File: src/rtl/vector_list_writer_pkg.sv
// Shared definitions for the vector list writer: command codes, FSM states,
// point limit and the byte offsets of a line record.
// Record layout: [len][attr][x0][y0]..[xN][yN], list closed by a 0 byte.
package vector_list_writer_pkg;

    typedef enum logic [1:0] {
        CMD_BEGIN_LINE = 2'd0,
        CMD_POINT      = 2'd1,
        CMD_END_LINE   = 2'd2,
        CMD_END_LIST   = 2'd3
    } cmd_type_t;

    typedef enum logic [3:0] {
        ST_IDLE,
        ST_BEGIN_W0,
        ST_BEGIN_W1,
        ST_PT_X,
        ST_PT_Y,
        ST_PAD_X,
        ST_PAD_Y,
        ST_END_TERM,
        ST_END_LEN,
        ST_LIST_TERM,
        ST_DONE
    } state_t;

    // Point counter is wide enough to hold MAX_POINTS.
    localparam int COUNT_W = 9;
    localparam logic [COUNT_W-1:0] MAX_POINTS = 9'd257;

    // Byte offsets inside a line record, relative to line_start.
    localparam int REC_LEN_OFS  = 0;
    localparam int REC_ATTR_OFS = 1;
    localparam int REC_PT_OFS   = 2;

    // Length byte stored in a record: number of points minus two.
    function automatic logic [7:0] len_byte(input logic [COUNT_W-1:0] n);
        logic [COUNT_W-1:0] l;
        l = n - COUNT_W'(2);
        return l[7:0];
    endfunction

endpackage

File: src/rtl/vector_list_writer.sv
// Vector list writer: turns BEGIN_LINE / POINT / END_LINE / END_LIST commands
// into byte writes that build a renderer display list in a vector RAM.
// Ports: clk/reset (async, active-high); cmd_valid/cmd_ready handshake with
// cmd_type, cmd_x, cmd_y; ram_addr/ram_data/ram_write byte write port;
// overflow (sticky, cleared by END_LIST); done (one-cycle pulse after the
// list terminator has been written).
// Every FSM state other than IDLE and DONE performs exactly one byte write,
// and that write is presented on the registered RAM port while in the state.
module vector_list_writer
    import vector_list_writer_pkg::*;
#(
    parameter int VECTOR_RAM_WIDTH = 9
) (
    input  logic                        clk,
    input  logic                        reset,
    input  logic                        cmd_valid,
    output logic                        cmd_ready,
    input  logic [1:0]                  cmd_type,
    input  logic [7:0]                  cmd_x,
    input  logic [7:0]                  cmd_y,
    output logic [VECTOR_RAM_WIDTH-1:0] ram_addr,
    output logic [7:0]                  ram_data,
    output logic                        ram_write,
    output logic                        overflow,
    output logic                        done
);

    localparam int W = VECTOR_RAM_WIDTH;
    // Highest pointer from which two more bytes still fit: 2^W-3.
    localparam logic [W-1:0] PTR_LIMIT = {{(W-2){1'b1}}, 2'b01};

    state_t               state;
    logic [W-1:0]         wr_ptr;
    logic [W-1:0]         line_start;
    logic [COUNT_W-1:0]   count;
    logic                 line_open;
    logic                 discard;     // current close is discarding the line
    cmd_type_t            pend;        // command that started the current sequence
    logic [7:0]           cmd_x_q;
    logic [7:0]           cmd_y_q;
    logic [7:0]           last_x;
    logic [7:0]           last_y;

    cmd_type_t            cmd;
    logic                 pt_ok;
    logic [W-1:0]         post_ptr;
    state_t               close_state;
    logic [W-1:0]         close_addr;
    logic [7:0]           close_data;
    logic                 close_discard;
    logic                 close_ovf;

    assign cmd       = cmd_type_t'(cmd_type);
    assign cmd_ready = (state == ST_IDLE);

    assign pt_ok = line_open && (wr_ptr <= PTR_LIMIT) && (count != MAX_POINTS);

    // Where the pointer lands once a close finishes: a discarded line gives
    // its space back, a kept line leaves the pointer on its terminator so the
    // next record overwrites it.
    assign post_ptr = discard ? line_start : wr_ptr;

    // First step of closing the open line (or of discarding when no line is
    // open). Default is the discard path: a single 0 write at line_start.
    always_comb begin
        close_state   = ST_END_LEN;
        close_addr    = line_start;
        close_data    = 8'h00;
        close_discard = 1'b1;
        close_ovf     = line_open;
        if (line_open && count >= COUNT_W'(3)) begin
            close_state   = ST_END_TERM;
            close_addr    = wr_ptr;
            close_discard = 1'b0;
            close_ovf     = 1'b0;
        end else if (line_open && count == COUNT_W'(2) && wr_ptr <= PTR_LIMIT) begin
            // Two-point line: repeat the last point so the record holds three.
            close_state   = ST_PAD_X;
            close_addr    = wr_ptr;
            close_data    = last_x;
            close_discard = 1'b0;
            close_ovf     = 1'b0;
        end
    end

    always_ff @(posedge clk or posedge reset) begin
        if (reset) begin
            state      <= ST_IDLE;
            wr_ptr     <= '0;
            line_start <= '0;
            count      <= '0;
            line_open  <= 1'b0;
            discard    <= 1'b0;
            pend       <= CMD_BEGIN_LINE;
            cmd_x_q    <= 8'h00;
            cmd_y_q    <= 8'h00;
            last_x     <= 8'h00;
            last_y     <= 8'h00;
            ram_write  <= 1'b0;
            ram_addr   <= '0;
            ram_data   <= 8'h00;
            overflow   <= 1'b0;
            done       <= 1'b0;
        end else begin
            ram_write <= 1'b0;
            done      <= 1'b0;
            case (state)
                ST_IDLE: begin
                    if (cmd_valid) begin
                        pend    <= cmd;
                        cmd_x_q <= cmd_x;
                        cmd_y_q <= cmd_y;
                        if (cmd == CMD_POINT) begin
                            if (pt_ok) begin
                                state     <= ST_PT_X;
                                ram_write <= 1'b1;
                                ram_addr  <= wr_ptr;
                                ram_data  <= cmd_x;
                                last_x    <= cmd_x;
                                last_y    <= cmd_y;
                            end else begin
                                overflow <= 1'b1;
                            end
                        end else if (cmd == CMD_END_LINE || line_open) begin
                            // BEGIN and END_LIST close an open line first;
                            // END_LINE always goes through the close path.
                            state     <= close_state;
                            ram_write <= 1'b1;
                            ram_addr  <= close_addr;
                            ram_data  <= close_data;
                            discard   <= close_discard;
                            if (close_ovf) begin
                                overflow <= 1'b1;
                            end
                        end else if (cmd == CMD_END_LIST) begin
                            state     <= ST_LIST_TERM;
                            ram_write <= 1'b1;
                            ram_addr  <= wr_ptr;
                            ram_data  <= 8'h00;
                        end else if (wr_ptr > PTR_LIMIT) begin
                            overflow <= 1'b1;
                        end else begin
                            state      <= ST_BEGIN_W0;
                            line_start <= wr_ptr;
                            ram_write  <= 1'b1;
                            ram_addr   <= wr_ptr;
                            ram_data   <= 8'h00;
                        end
                    end
                end
                ST_BEGIN_W0: begin
                    state     <= ST_BEGIN_W1;
                    ram_write <= 1'b1;
                    ram_addr  <= line_start + W'(REC_ATTR_OFS);
                    ram_data  <= cmd_x_q;
                end
                ST_BEGIN_W1: begin
                    state     <= ST_IDLE;
                    wr_ptr    <= line_start + W'(REC_PT_OFS);
                    count     <= '0;
                    line_open <= 1'b1;
                end
                ST_PT_X: begin
                    state     <= ST_PT_Y;
                    ram_write <= 1'b1;
                    ram_addr  <= wr_ptr + W'(1);
                    ram_data  <= cmd_y_q;
                    wr_ptr    <= wr_ptr + W'(2);
                    count     <= count + COUNT_W'(1);
                end
                ST_PT_Y: begin
                    state <= ST_IDLE;
                end
                ST_PAD_X: begin
                    state     <= ST_PAD_Y;
                    ram_write <= 1'b1;
                    ram_addr  <= wr_ptr + W'(1);
                    ram_data  <= last_y;
                    wr_ptr    <= wr_ptr + W'(2);
                    count     <= count + COUNT_W'(1);
                end
                ST_PAD_Y: begin
                    state     <= ST_END_TERM;
                    ram_write <= 1'b1;
                    ram_addr  <= wr_ptr;
                    ram_data  <= 8'h00;
                end
                ST_END_TERM: begin
                    // Length goes in only after the terminator is in place,
                    // so the renderer never follows a length into garbage.
                    state     <= ST_END_LEN;
                    ram_write <= 1'b1;
                    ram_addr  <= line_start + W'(REC_LEN_OFS);
                    ram_data  <= len_byte(count);
                end
                ST_END_LEN: begin
                    line_open  <= 1'b0;
                    discard    <= 1'b0;
                    wr_ptr     <= post_ptr;
                    line_start <= post_ptr;
                    state      <= ST_IDLE;
                    if (pend == CMD_END_LIST) begin
                        state     <= ST_LIST_TERM;
                        ram_write <= 1'b1;
                        ram_addr  <= post_ptr;
                        ram_data  <= 8'h00;
                    end else if (pend == CMD_BEGIN_LINE) begin
                        if (post_ptr > PTR_LIMIT) begin
                            overflow <= 1'b1;
                        end else begin
                            state     <= ST_BEGIN_W0;
                            ram_write <= 1'b1;
                            ram_addr  <= post_ptr;
                            ram_data  <= 8'h00;
                        end
                    end
                end
                ST_LIST_TERM: begin
                    state      <= ST_DONE;
                    done       <= 1'b1;
                    wr_ptr     <= '0;
                    line_start <= '0;
                    count      <= '0;
                    overflow   <= 1'b0;
                end
                ST_DONE: begin
                    state <= ST_IDLE;
                end
                default: begin
                    state <= ST_IDLE;
                end
            endcase
        end
    end

endmodule

File: config.mk
export PLATFORM = sky130hd
export DESIGN_NAME = vector_list_writer
export DESIGN_NICKNAME = d
export VERILOG_FILES = /design/src/rtl/vector_list_writer_pkg.sv /design/src/rtl/vector_list_writer.sv
export SDC_FILE = /design/constraint.sdc
export NUM_CORES = 1
export LEC_CHECK = 0
export ABC_AREA = 0
export CAP_MARGIN = 20
export CORE_UTILIZATION = 45
export CTS_BUF_LIST = sky130_fd_sc_hd__clkbuf_4
export CTS_CLUSTER_DIAMETER = 30
export CTS_CLUSTER_SIZE = 24
export DETAILED_ROUTE_END_ITERATION = 10
export PLACE_DENSITY = 0.61
export SETUP_SLACK_MARGIN = 0.05
export SKIP_LAST_GASP = 1
export SLEW_MARGIN = 20
export SYNTH_ARGS = -nofsm -noshare
export SYNTH_HDL_FRONTEND = slang
export SYNTH_SLANG_ARGS = --single-unit
File: constraint.sdc
create_clock -name clk -period 6.65 [get_ports clk]
set_input_delay 0.665 -clock clk [delete_from_list [all_inputs] [get_ports clk]]
set_output_delay 0.665 -clock clk [all_outputs]
set_load 0.01 [all_outputs]
==> results of run 1 <==
[sequential cells by signal, summed over array words and instances (netlist names)]
signal and cells:
count 9, line_start 9, ram_addr 9, wr_ptr 9, cmd_x_q 8, cmd_y_q 8, last_x 8, last_y 8
ram_data 8, state 4, pend 2, discard 1, done 1, line_open 1, overflow 1, ram_write 1
[layer usage]
metal	global-route usage, %	share of wire (%)	vias up
met2	40.37	50	114
met3	6.048	3.8	25
met4	9.244	2.6	0
li1	-	-	2116
met1	30.51	44	2255
met5	0	0	-
[cell families (layout without fill, tap and decap cells)]
group           after synthesis  after routing  synth area share, %
simple gates                165            165                15.59
compound gates              154            154                19.19
flops                        87             87                39.61
mux                          64             64                13.32
buf+inv                      59             76                5.235
xor+xnor                     30             30                4.780
fa+ha+maj                    10             10                2.276
[final cells by class]
class	count	area, um2	area share, %
multi-input combinational	423	3032	50.19
sequential	87	2177	36.04
timing repair buffer	45	440.4	7.291
tap	147	183.9	3.045
clock buffer	10	75.07	1.243
clock inverter	6	70.07	1.160
inverter	15	62.56	1.036
[Yosys cell counts, types with 8 or more instances]
master and n:
nand3_1 17, clkbuf_1 16, a21oi_1 30, o31ai_1 8
dfrtp_1 87, a22oi_1 10, a211oi_1 9, mux2_4 10
nand2_1 55, o21ai_0 31, mux2_2 33, xnor2_1 15
nor2_1 30, nor3_1 11, o211ai_1 9, inv_1 13
a221oi_1 10, mux2i_1 21, ha_1 10, buf_2 18
xor2_1 15, a22o_1 11
[final timing paths]
check | endpoint | startpoint | cells after the start | slack (ns)
max reg2reg | ram_addr[7] | state[0] | 10 | 2.52
max | ram_addr[7] | state[0] | 10 | 2.52
min | ram_addr[6] | reset | 2 | 0.46
min reg2reg | ram_data[6] | ram_data[6] | 2 | 0.50
max in group asynchronous | wr_ptr[0] | reset | 3 | 5.03
min in group clk | ram_data[6] | ram_data[6] | 2 | 0.50
[power by group]
group	internal, mW	switching [mW]
clock	0.121	0.200
combinational	0.532	0.656
sequential	0.709	0.220
total	1.36	1.08
==> flow_results.org, run 1 <==
** Status
- The flow ran to the end, and the final reports show no timing, DRC or antenna violations.

** Routing
- Post-route ant nets :: 0
- After detailed routing, the number of vias per cell comes to 6.153.
- For this block, the via count after detailed routing is 4510.
- Overall routed net length :: 14620 um
- TritonRoute pass-1 iters :: 5
- The detailed router finished its first iteration with 305 violations.
- Post-DR wirelength/cell :: 19.95 um
- DRC violation count after routing :: 0

** Finish
- Area Overhead vs Synth :: 9.902%
- The layout has 1146 filler cells.
- Total Nets Final :: 612
- Final core utilization :: 50.50%
- Number of inserted diodes :: 0
- Fraction of layout instances using a drive strength above 1 :: 13.82%
- Leaving out fill and tap cells, the most frequent cell in the layout is dfrtp_1.
- With fillers left out, the area of the finished cells amounts to 6041 um2.
- The count of cells in the finished layout, fillers not included, comes to 733.
- Leaving out fill and tap cells, the most frequent cells in the layout are dfrtp_1, nand2_1, clkdlybuf4s50_1, mux2_2, o21ai_0.

** Critical path
- Cells along the critical path :: nand2b_1 -> nor2_2 -> mux2_2 -> ha_1 -> nand2_1 -> or3_1 -> a31o_2 -> a21oi_1 -> o211ai_1 -> mux2_2
- The cell that appears most often on the critical path is mux2_2.
- Crit path max-delay family :: simple AND/OR/NAND/NOR gates
- STA puts the critical path data required time at 7.01 ns.
- STA classifies the critical path startpoint as a flop.
- Critical path data arrival time :: 4.49 ns
- In this run the worst path has a maximum fanout of 26.
- Buf/Inv on CP :: 0
- Endpoint kind of the worst setup timing path :: flop
- Slowest stage cell, crit path :: dfrtp_1
- The critical path in this run is classified as reg2reg.
- The largest single stage delay on the critical path is 0.95 ns.

** STA
- Worst Hold Margin :: 0.4608 ns
- Setup violations remaining at the end of the flow were counted as 0.
- Setup slack after layout :: 2.525 ns
- In the final timing run, aggregate negative setup slack is 0 ns.
- Number of hold-slack violations in the final timing report :: 0
- The routed design could run at a clock period as short as 4.125 ns.
- Max-slew violation total from the final report :: 0
- Worst Max-Slew Pin Slew :: 1.135 ns
- Achievable Freq :: 242.4 MHz
- The worst path uses 62.03% of the clock period.
- Headroom to the max-slew limit came out at 24.10%.
- Setup repair after global routing missed its margin :: false
- Setup clock skew after layout :: 0.02494 ns

** Yosys
- After synthesis, the largest area contributor takes up 39.61% of total cell area.
- The biggest area contributor in the post-synthesis netlist is dfrtp_1.
- Number of warning messages in the yosys log :: 0
- In the synthesized netlist the async set-or-reset flop fraction comes to 100.0%.
- Flip-flop and latch count after synthesis :: 87
- Share of synthesized area occupied by flip-flops and latches :: 39.61%
- Number of enable-type register cells in the synthesized netlist :: 0
- Count of distinct cell types in the synthesized netlist :: 68
- Synthesis produced a netlist with a net count of 600.
- Most instantiated flip-flop cell in the synthesis netlist :: dfrtp_1
- A synthesized cell averages 9.660 um2.
- Synthesized instance count :: 569
- The synthesized netlist occupies a cell area of 5497 um2.
- Top cells by area, synth :: dfrtp_1, mux2_2, mux2i_1, nand2_1, o21ai_0

** Power and ir drop
- Reported leakage power :: 2.458 nW
- Maximum vdd ir drop :: 0.2334 mV
- Total power per unit cell area :: 403.6 nW/um2
- Total power for the finished layout comes to 2.438 mW.

** GRT
- The number of antenna violations at the first check in global routing was 0.
- Global router's overall resource usage :: 24.28%
- Entering global routing, the biggest net connects 68 pins.
- Global routing finished with a remaining overflow of 0.
- Global-route wire length before repair :: 23700 um
- Number of global-route vias before repair :: 4478

** Clock network
- Clk Tree Root Cell :: clkbuf_4
- Maximum clock insertion buffer count :: 2
- Post CTS Setup Buffer Count :: 0
- Number of clock sinks :: 87
- After clock tree synthesis, the repair step resized 0 gates.
- Clock edge transition at the registers on the reported setup and hold paths :: 0.16 ns
- Clock latency at the later pin of the worst-skew pair :: 0.48 ns
- TritonCTS built the clock tree.
- Hold repair after CTS inserted 0 buffers.
- Number of clock buffers inserted by TritonCTS :: 9
- In this run the number of H-tree levels came out at 3.

** Die
- The core region is 11960 um2.
- The initial utilization of the core area, before any placement, comes to 45.95%.
- Horizontal extent of the die :: 112.5 um
- IO Pins :: 42
- The die covers 12660 um2.
- FP Rows :: 40
- From bottom edge to top edge, the die measures 112.5 um.

** Place
- Including well taps, the total number of placed cells is 717.
- The count of buffers added on input and output ports is 41.
- After legalization and detailed placement, the total HPWL measured 10240 um.
- Routability-driven placement finished with a final weighted congestion of 0.8707.
- At the placement stage, the worst setup path has a slack of 2.626 ns.
- After detailed placement, the total cell area comes to 5896 um2.

** Flow run
- Number of max-cap violations :: 0

** Worst hold path
- Worst min path class :: in2async
Power figures use the tool's default switching activity.
==> run 2, diff against run 1 <==
--- a/config.mk
+++ b/config.mk
@@ -12,7 +12,7 @@
 export CTS_CLUSTER_DIAMETER = 30
 export CTS_CLUSTER_SIZE = 24
 export DETAILED_ROUTE_END_ITERATION = 10
-export PLACE_DENSITY = 0.61
+export PLACE_DENSITY = 0.64
 export SETUP_SLACK_MARGIN = 0.05
 export SKIP_LAST_GASP = 1
 export SLEW_MARGIN = 20
==> constraint.sdc (replaced) <==
create_clock -name clk -period 3.6 [get_ports clk]
set_input_delay 0.36 -clock clk [delete_from_list [all_inputs] [get_ports clk]]
set_output_delay 0.36 -clock clk [all_outputs]
set_load 0.01 [all_outputs]
==> flow_results.org, run 2 (synthesis gave the netlist of run 1 again) <==
** GRT
- The via count of the first global-routing pass came to 4648.
- Global-route wire length before repair :: 24200 um
- After global routing the overflow that remains totals 0.
- Across every metal layer, demand over resource in global routing totals 24.39%.
- Largest net degree at the start of global routing :: 40
- Initial antenna violation count :: 0

** Clock network
- Clock edge transition at the registers on the reported setup and hold paths :: 0.15 ns
- Clk Tree Root Cell :: clkbuf_4
- Post CTS Setup Buffer Count :: 0
- After clock tree synthesis, the flow added hold-fix buffers numbering 0.
- Number of clock sinks :: 87
- At the later pin of the worst-skew pair, clock insertion delay measures 0.47 ns.
- H-tree depth reported by CTS :: 3
- Maximum clock insertion buffer count :: 2
- Once the clock tree was built, the resizer swapped 0 gates to a different size.
- TritonCTS clock tree :: built
- The number of clock buffers added by TritonCTS is 9.

** Finish
- Number of inserted diodes :: 0
- The library cells used most frequently in the layout, excluding fill and tap cells, are dfrtp_1, nand2_1, clkdlybuf4s50_1, mux2_2, o21ai_0.
- Fraction of layout instances using a drive strength above 1 :: 15.32%
- After filler insertion, the fill cell instance count of the layout stands at 1118.
- Multi-input gate area in the final layout :: 3035 um2
- Total Nets Final :: 620
- Commonest non-fill, non-tap cell in the layout :: dfrtp_1
- Area Overhead vs Synth :: 10.61%
- Leaving out filler cells and counting taps, the final layout contains 741.
- Across the whole layout, storage elements account for 2177 um2.

** STA
- After layout, the minimum clock period comes to 3.006 ns.
- Achievable Freq :: 332.7 MHz
- Worst Hold Margin :: 0.1308 ns
- Total negative slack :: 0 ns
- Max-slew violation total from the final report :: 0
- Setup clock skew after layout :: 0.01856 ns
- The count of final hold-check violations came to 0.
- Max-Slew Margin vs Limit :: 22.22%
- Setup repair after global routing missed its margin :: false
- After layout, the worst setup slack is 0.5943 ns.
- Of the available clock period, the critical path in the final layout requires 83.49%.
- Setup violations remaining at the end of the flow were counted as 0.
- For the pin with the worst max-slew slack, the measured transition is 1.158 ns.

** Die
- DIE HEIGHT :: 112.5 um
- For this configuration, the core starts out at a cell density of 45.95%.
- 42 I/O pins were placed.
- In this run the horizontal extent of the chip is 112.5 um.
- Area enclosed by the die boundary :: 12660 um2
- Core Region :: 11960 um2
- FP Rows :: 40

** Critical path
- Reg2Reg Depth :: 10
- Max incr delay on CP :: 0.40 ns
- Endpoint kind of the worst setup timing path :: flop
- In this run the worst path has a maximum fanout of 11.
- Critical path startpoint category :: flop
- At the worst endpoint, the required time is 3.97 ns.
- Type of the setup path with the least slack :: reg2reg
- Critical path data arrival time :: 3.37 ns
- Slowest stage cell, crit path :: dfrtp_1
- Cells along the critical path :: nand2b_1 -> nor2_2 -> mux2_2 -> ha_1 -> nand2_1 -> or3_1 -> a31o_2 -> a21oi_1 -> o211ai_1 -> mux2_2
- Most Frequent Cell on Critical Path :: mux2_2

** Power and ir drop
- P_sw :: 1.995 mW
- Reported leakage power :: 2.483 nW
- Total power per unit cell area :: 733.1 nW/um2
- Power share of the combinational group :: 51.5%
- Clock network power share :: 11.6%
- Registers are responsible for 36.9% of the overall power.
- Internal power comes to 2.463 mW.
- Across the VDD grid, the largest voltage drop is 0.4687 mV.
- Switching share of total power :: 44.75%

** Routing
- Post-DR wirelength/cell :: 19.76 um
- Number of vias after detailed routing :: 4585
- Dividing the detail-routed via count by the number of cells gives 6.188.
- In the routed design, unresolved DRC markers number 0.
- The detail route stage leaves a number of antenna-violating nets equal to 0.
- The final layout contains routed wiring with a total length of 14640 um.
- For this run, the detailed router's first-pass iteration total came to 5.
- Number of violations reported at the end of detailed-routing iteration 0 :: 448

** Status
- Run status :: complete, no violations

** Place
- The congestion estimate from routability-driven global placement came to 0.9094.
- Half-perimeter wire length after detailed placement :: 10290 um
- Count of placed standard cells including taps :: 725
- Worst slack, placed :: 0.6582 ns
- Port buffering added 41 buffers.

** Worst hold path
- The min-delay analysis places its worst path in the category in2async.

** Flow run
- Number of max-cap violations :: 0
[run 2: area by class of cell]
class | instances | share of cell area [%]
inverter | 15 | 1.029
sequential | 87 | 35.81
clock inverter | 6 | 0.7409
multi-input combinational | 423 | 49.93
clock buffer | 10 | 1.235
timing repair buffer | 53 | 8.232
tap | 147 | 3.025
[run 2: worst max-delay path: cells and delay by family (launching register included)]
family / cells / cell delay [ns]
DFF: 1 / 0.40
muxes: 2 / 0.53
and+or+nand+nor: 4 / 1.10
AOI/OAI and AO/OA: 3 / 0.51
adders and majority gates: 1 / 0.37
[run 2: power groups by stage]
stage                     sequential (mW)  clock (mW)  combinational, mW
final                                1.64       0.517               2.30
after global routing                 1.68       0.566               2.51
after CTS                            1.64       0.534               2.29
after detailed placement             1.65           0               2.28
after global placement               1.65           0               2.25
after floorplan                      1.51           0               1.75
[run 2: path summary, 6_finish.rpt]
kind | slack (ns) | end | startpoint
max | 0.59 | ram_addr[7] | state[3]
min | 0.13 | cmd_x_q[0] | reset
max reg2reg | 0.59 | ram_addr[7] | state[3]
min reg2reg | 0.50 | ram_data[6] | ram_data[6]
max in group asynchronous | 2.65 | count[5] | reset
min in group clk | 0.50 | ram_data[6] | ram_data[6]
[run 2: layer usage]
metal  track usage (%)  wire [um]
met1             30.83       6284
met2             40.66       7267
met3             5.130        698
met4             10.13        391
met5                 0          0
[run 2: metrics by stage]
| step | power (mW) | utilization, % | area [um2] |
|---|---|---|---|
| after global routing | 4.764 | 50.83 | 6080 |
| after global placement | 3.895 | 49.73 | 5948 |
| final | 4.457 | 50.83 | 6080 |
| after detailed placement | 3.940 | 49.82 | 5959 |
| after CTS | 4.458 | 50.83 | 6080 |
| after floorplan | 3.261 | - | 5497 |
==> run 3, diff against run 2 <==
--- a/config.mk
+++ b/config.mk
@@ -12,7 +12,7 @@
 export CTS_CLUSTER_DIAMETER = 30
 export CTS_CLUSTER_SIZE = 24
 export DETAILED_ROUTE_END_ITERATION = 10
-export PLACE_DENSITY = 0.64
+export PLACE_DENSITY = 0.61
 export SETUP_SLACK_MARGIN = 0.05
 export SKIP_LAST_GASP = 1
 export SLEW_MARGIN = 20
==> constraint.sdc (replaced) <==
create_clock -name clk -period 2.8 [get_ports clk]
set_input_delay 0.28 -clock clk [delete_from_list [all_inputs] [get_ports clk]]
set_output_delay 0.28 -clock clk [all_outputs]
set_load 0.01 [all_outputs]
==> flow_results.org, run 3 (synthesis gave the netlist of run 1 again) <==
** STA
- Max-Slew Margin vs Limit :: 53.50%
- In the final timing run, aggregate negative setup slack is 0 ns.
- Ratio of final minimum period to clock period :: 96.88%
- Achievable Freq :: 368.6 MHz
- The final number of max-transition violations is 0.
- At the pin with the least slew margin, the transition time is 0.6922 ns.
- Setup clock skew after layout :: 0.01833 ns
- Final setup vio count :: 0
- Setup repair after global routing missed its margin :: true
- Period minus WS final :: 2.713 ns
- The count of final hold-check violations was 0.

** GRT
- The first global-routing pass estimated 24800 um of wire.
- The via count of the first global-routing pass was 4731.
- Entering global routing, the biggest net connects 48 pins.
- After global routing the overflow that remains totals 0.
- For this run, the total global-route usage over all layers was measured as 25.29%.
- The number of antenna violations at the first check in global routing came to 0.

** Finish
- The net count of the finished layout is 643.
- 0 antenna diodes ended up in the layout.
- Cells fill 52.59% of the core in the end.
- Leaving out fill and tap cells, the most frequent cell in the layout is dfrtp_1.
- Commonest non-fill, non-tap cells in the layout :: dfrtp_1, nand2_1, clkdlybuf4s50_1, mux2_2, buf_4
- Compared with the post-synthesis result, the final layout area differs by 14.45%.
- Fraction of layout instances using a drive strength above 1 :: 18.48%

** Routing
- Number of violations reported at the end of detailed-routing iteration 0 :: 407
- Met3 WL :: 456 um
- For this block, the via count after detailed routing is 4662.
- Using the TritonRoute via totals, the vias-per-cell ratio works out to 6.102.
- Overall routed net length :: 14840 um
- DRC violation count after routing :: 0
- Top layer in use :: met4
- Post-route ant nets :: 0
- In the final routed layout, each cell accounts on average for 19.43 um.
- TritonRoute pass-1 iters :: 6
- Met1 WL :: 6375 um
- After detailed routing, the met2 layer carries 7539 um of wire.

** Power and ir drop
- Reported leakage power :: 2.618 nW
- The analysis attributes to net switching a power of 2.623 mW.
- Post-layout power :: 5.921 mW
- Total power per unit cell area :: 941.2 nW/um2
- The clock network burns 11.6% of the power.
- The worst-case IR drop observed on VDD is 0.4001 mV.
- Power share of the combinational group :: 53.6%
- The internal portion of the total power is 3.298 mW.
- Sequential Power Share :: 34.7%
- Switching share of total power :: 44.29%

** Place
- Half-perimeter wire length after detailed placement :: 10740 um
- At the end of routability-driven placement, the weighted congestion stood at 0.9319.
- Port buffering added 41 buffers.

** Die
- FP Rows :: 40
- Core Region :: 11960 um2
- Area enclosed by the die boundary :: 12660 um2
- For this configuration, the core starts out at a cell density of 45.95%.
- From bottom edge to top edge, the die measures 112.5 um.
- Horizontal extent of the die :: 112.5 um
- Pin placement for this block handled 42 I/O pins.

** Clock network
- TritonCTS built the clock tree.
- Number of clock sinks :: 87
- Clock latency at the later pin of the worst-skew pair :: 0.49 ns
- Number of clock buffers inserted by TritonCTS :: 9
- Clock-pin slew was measured on the worst setup and hold paths at 0.16 ns.
- Total of hold buffers inserted after clock tree synthesis :: 0
- Clk Tree Root Cell :: clkbuf_4
- In this run the number of H-tree levels came out at 3.
- The clock passes through at most 2 buffers.

** Critical path
- Critical path startpoint category :: flop
- Data on the critical path is required at its endpoint by 2.52 ns.
- Crit path max-delay family :: buffers and inverters
- Endpoint kind of the worst setup timing path :: output pin
- For this design, the slowest cell found on the critical path is or4_4.
- Critical path data arrival time :: 2.43 ns
- Of all nets on the critical path, the largest fanout is 30.
- The critical path goes through buf_4 -> or4_4 -> clkinv_4 -> clkdlybuf4s50_1.
- The largest single stage delay on the critical path is 0.57 ns.
- Type of the setup path with the least slack :: reg2out
- Buf/Inv on CP :: 3

** Worst hold path
- Worst min path class :: in2async

** Status
- The run finished with clean final reports.

** Flow run
- Number of max-cap violations :: 0
-- run 3: path summary, 6_finish.rpt --
kind / from / end / slack (ns) / cells past startpoint
setup / recovery: state[2] / cmd_ready / 0.09 / 4
hold / removal: reset / ram_addr[5] / 0.07 / 2
setup reg to reg: state[3] / ram_addr[3] / 0.29 / 10
hold reg to reg: ram_data[5] / ram_data[5] / 0.51 / 2
max in group asynchronous: reset / done / 2.08 / 3
min in group clk: cmd_y[6] / last_y[6] / 0.43 / 2
-- run 3: power by group through the flow --
stage | combinational, mW | clock, mW | sequential, mW
after floorplan | 2.26 | 0 | 1.94
after global placement | 3.12 | 0 | 2.06
after detailed placement | 3.16 | 0 | 2.08
after CTS | 3.17 | 0.709 | 2.05
after global routing | 3.47 | 0.747 | 2.12
final | 3.18 | 0.689 | 2.06
-- run 3: final cells by class --
class	instances	area [um2]
Tap cell	147	183.9
Multi-Input combinational cell	423	3047
Clock inverter	7	55.05
Timing Repair Buffer	76	698.2
Inverter	15	62.56
Sequential cell	87	2177
Clock buffer	9	67.56
Fill cell	1116	5670
-- run 3: metal layers --
layer | up-vias | GRT usage (%)
met1 | 2332 | 31.29
met2 | 109 | 43.27
li1 | 2190 | -
met3 | 31 | 3.672
met4 | 0 | 12.62
met5 | - | 0
-- run 3: metrics by stage --
stage                     worst slack [ns]  instance area, um2  instances  hold WS, ns
final                              0.08735                6291        764      0.06550
after global routing               0.03536                6291        764      0.09224
after CTS                          0.08728                6266        762      0.06088
after detailed placement            0.2003                6143        746       0.4739
after global placement              0.2164                6143        746       0.4705
after floorplan                    0.05489                5504        569       0.4280
-- run 3: timing repair --
| action | in CTS | in global routing |
|---|---|---|
| endpoints found under the hold margin | 0 | 0 |
| setup buffers | 0 | 2 |
| setup endpoints to repair | 0 | 3 |
| resized for setup | 0 | 2 |
-- run 3: worst reg2reg max path, cell delays in order, from the launching register on --
cell      delay, ns
dfrtp_1        0.41
nand2b_1       0.20
nor2_4         0.20
mux2_2         0.38
ha_2           0.21
nand2_1        0.10
xor2_1         0.15
mux2i_1        0.09
a222oi_1       0.29
o21ai_0        0.14
mux2_2         0.27
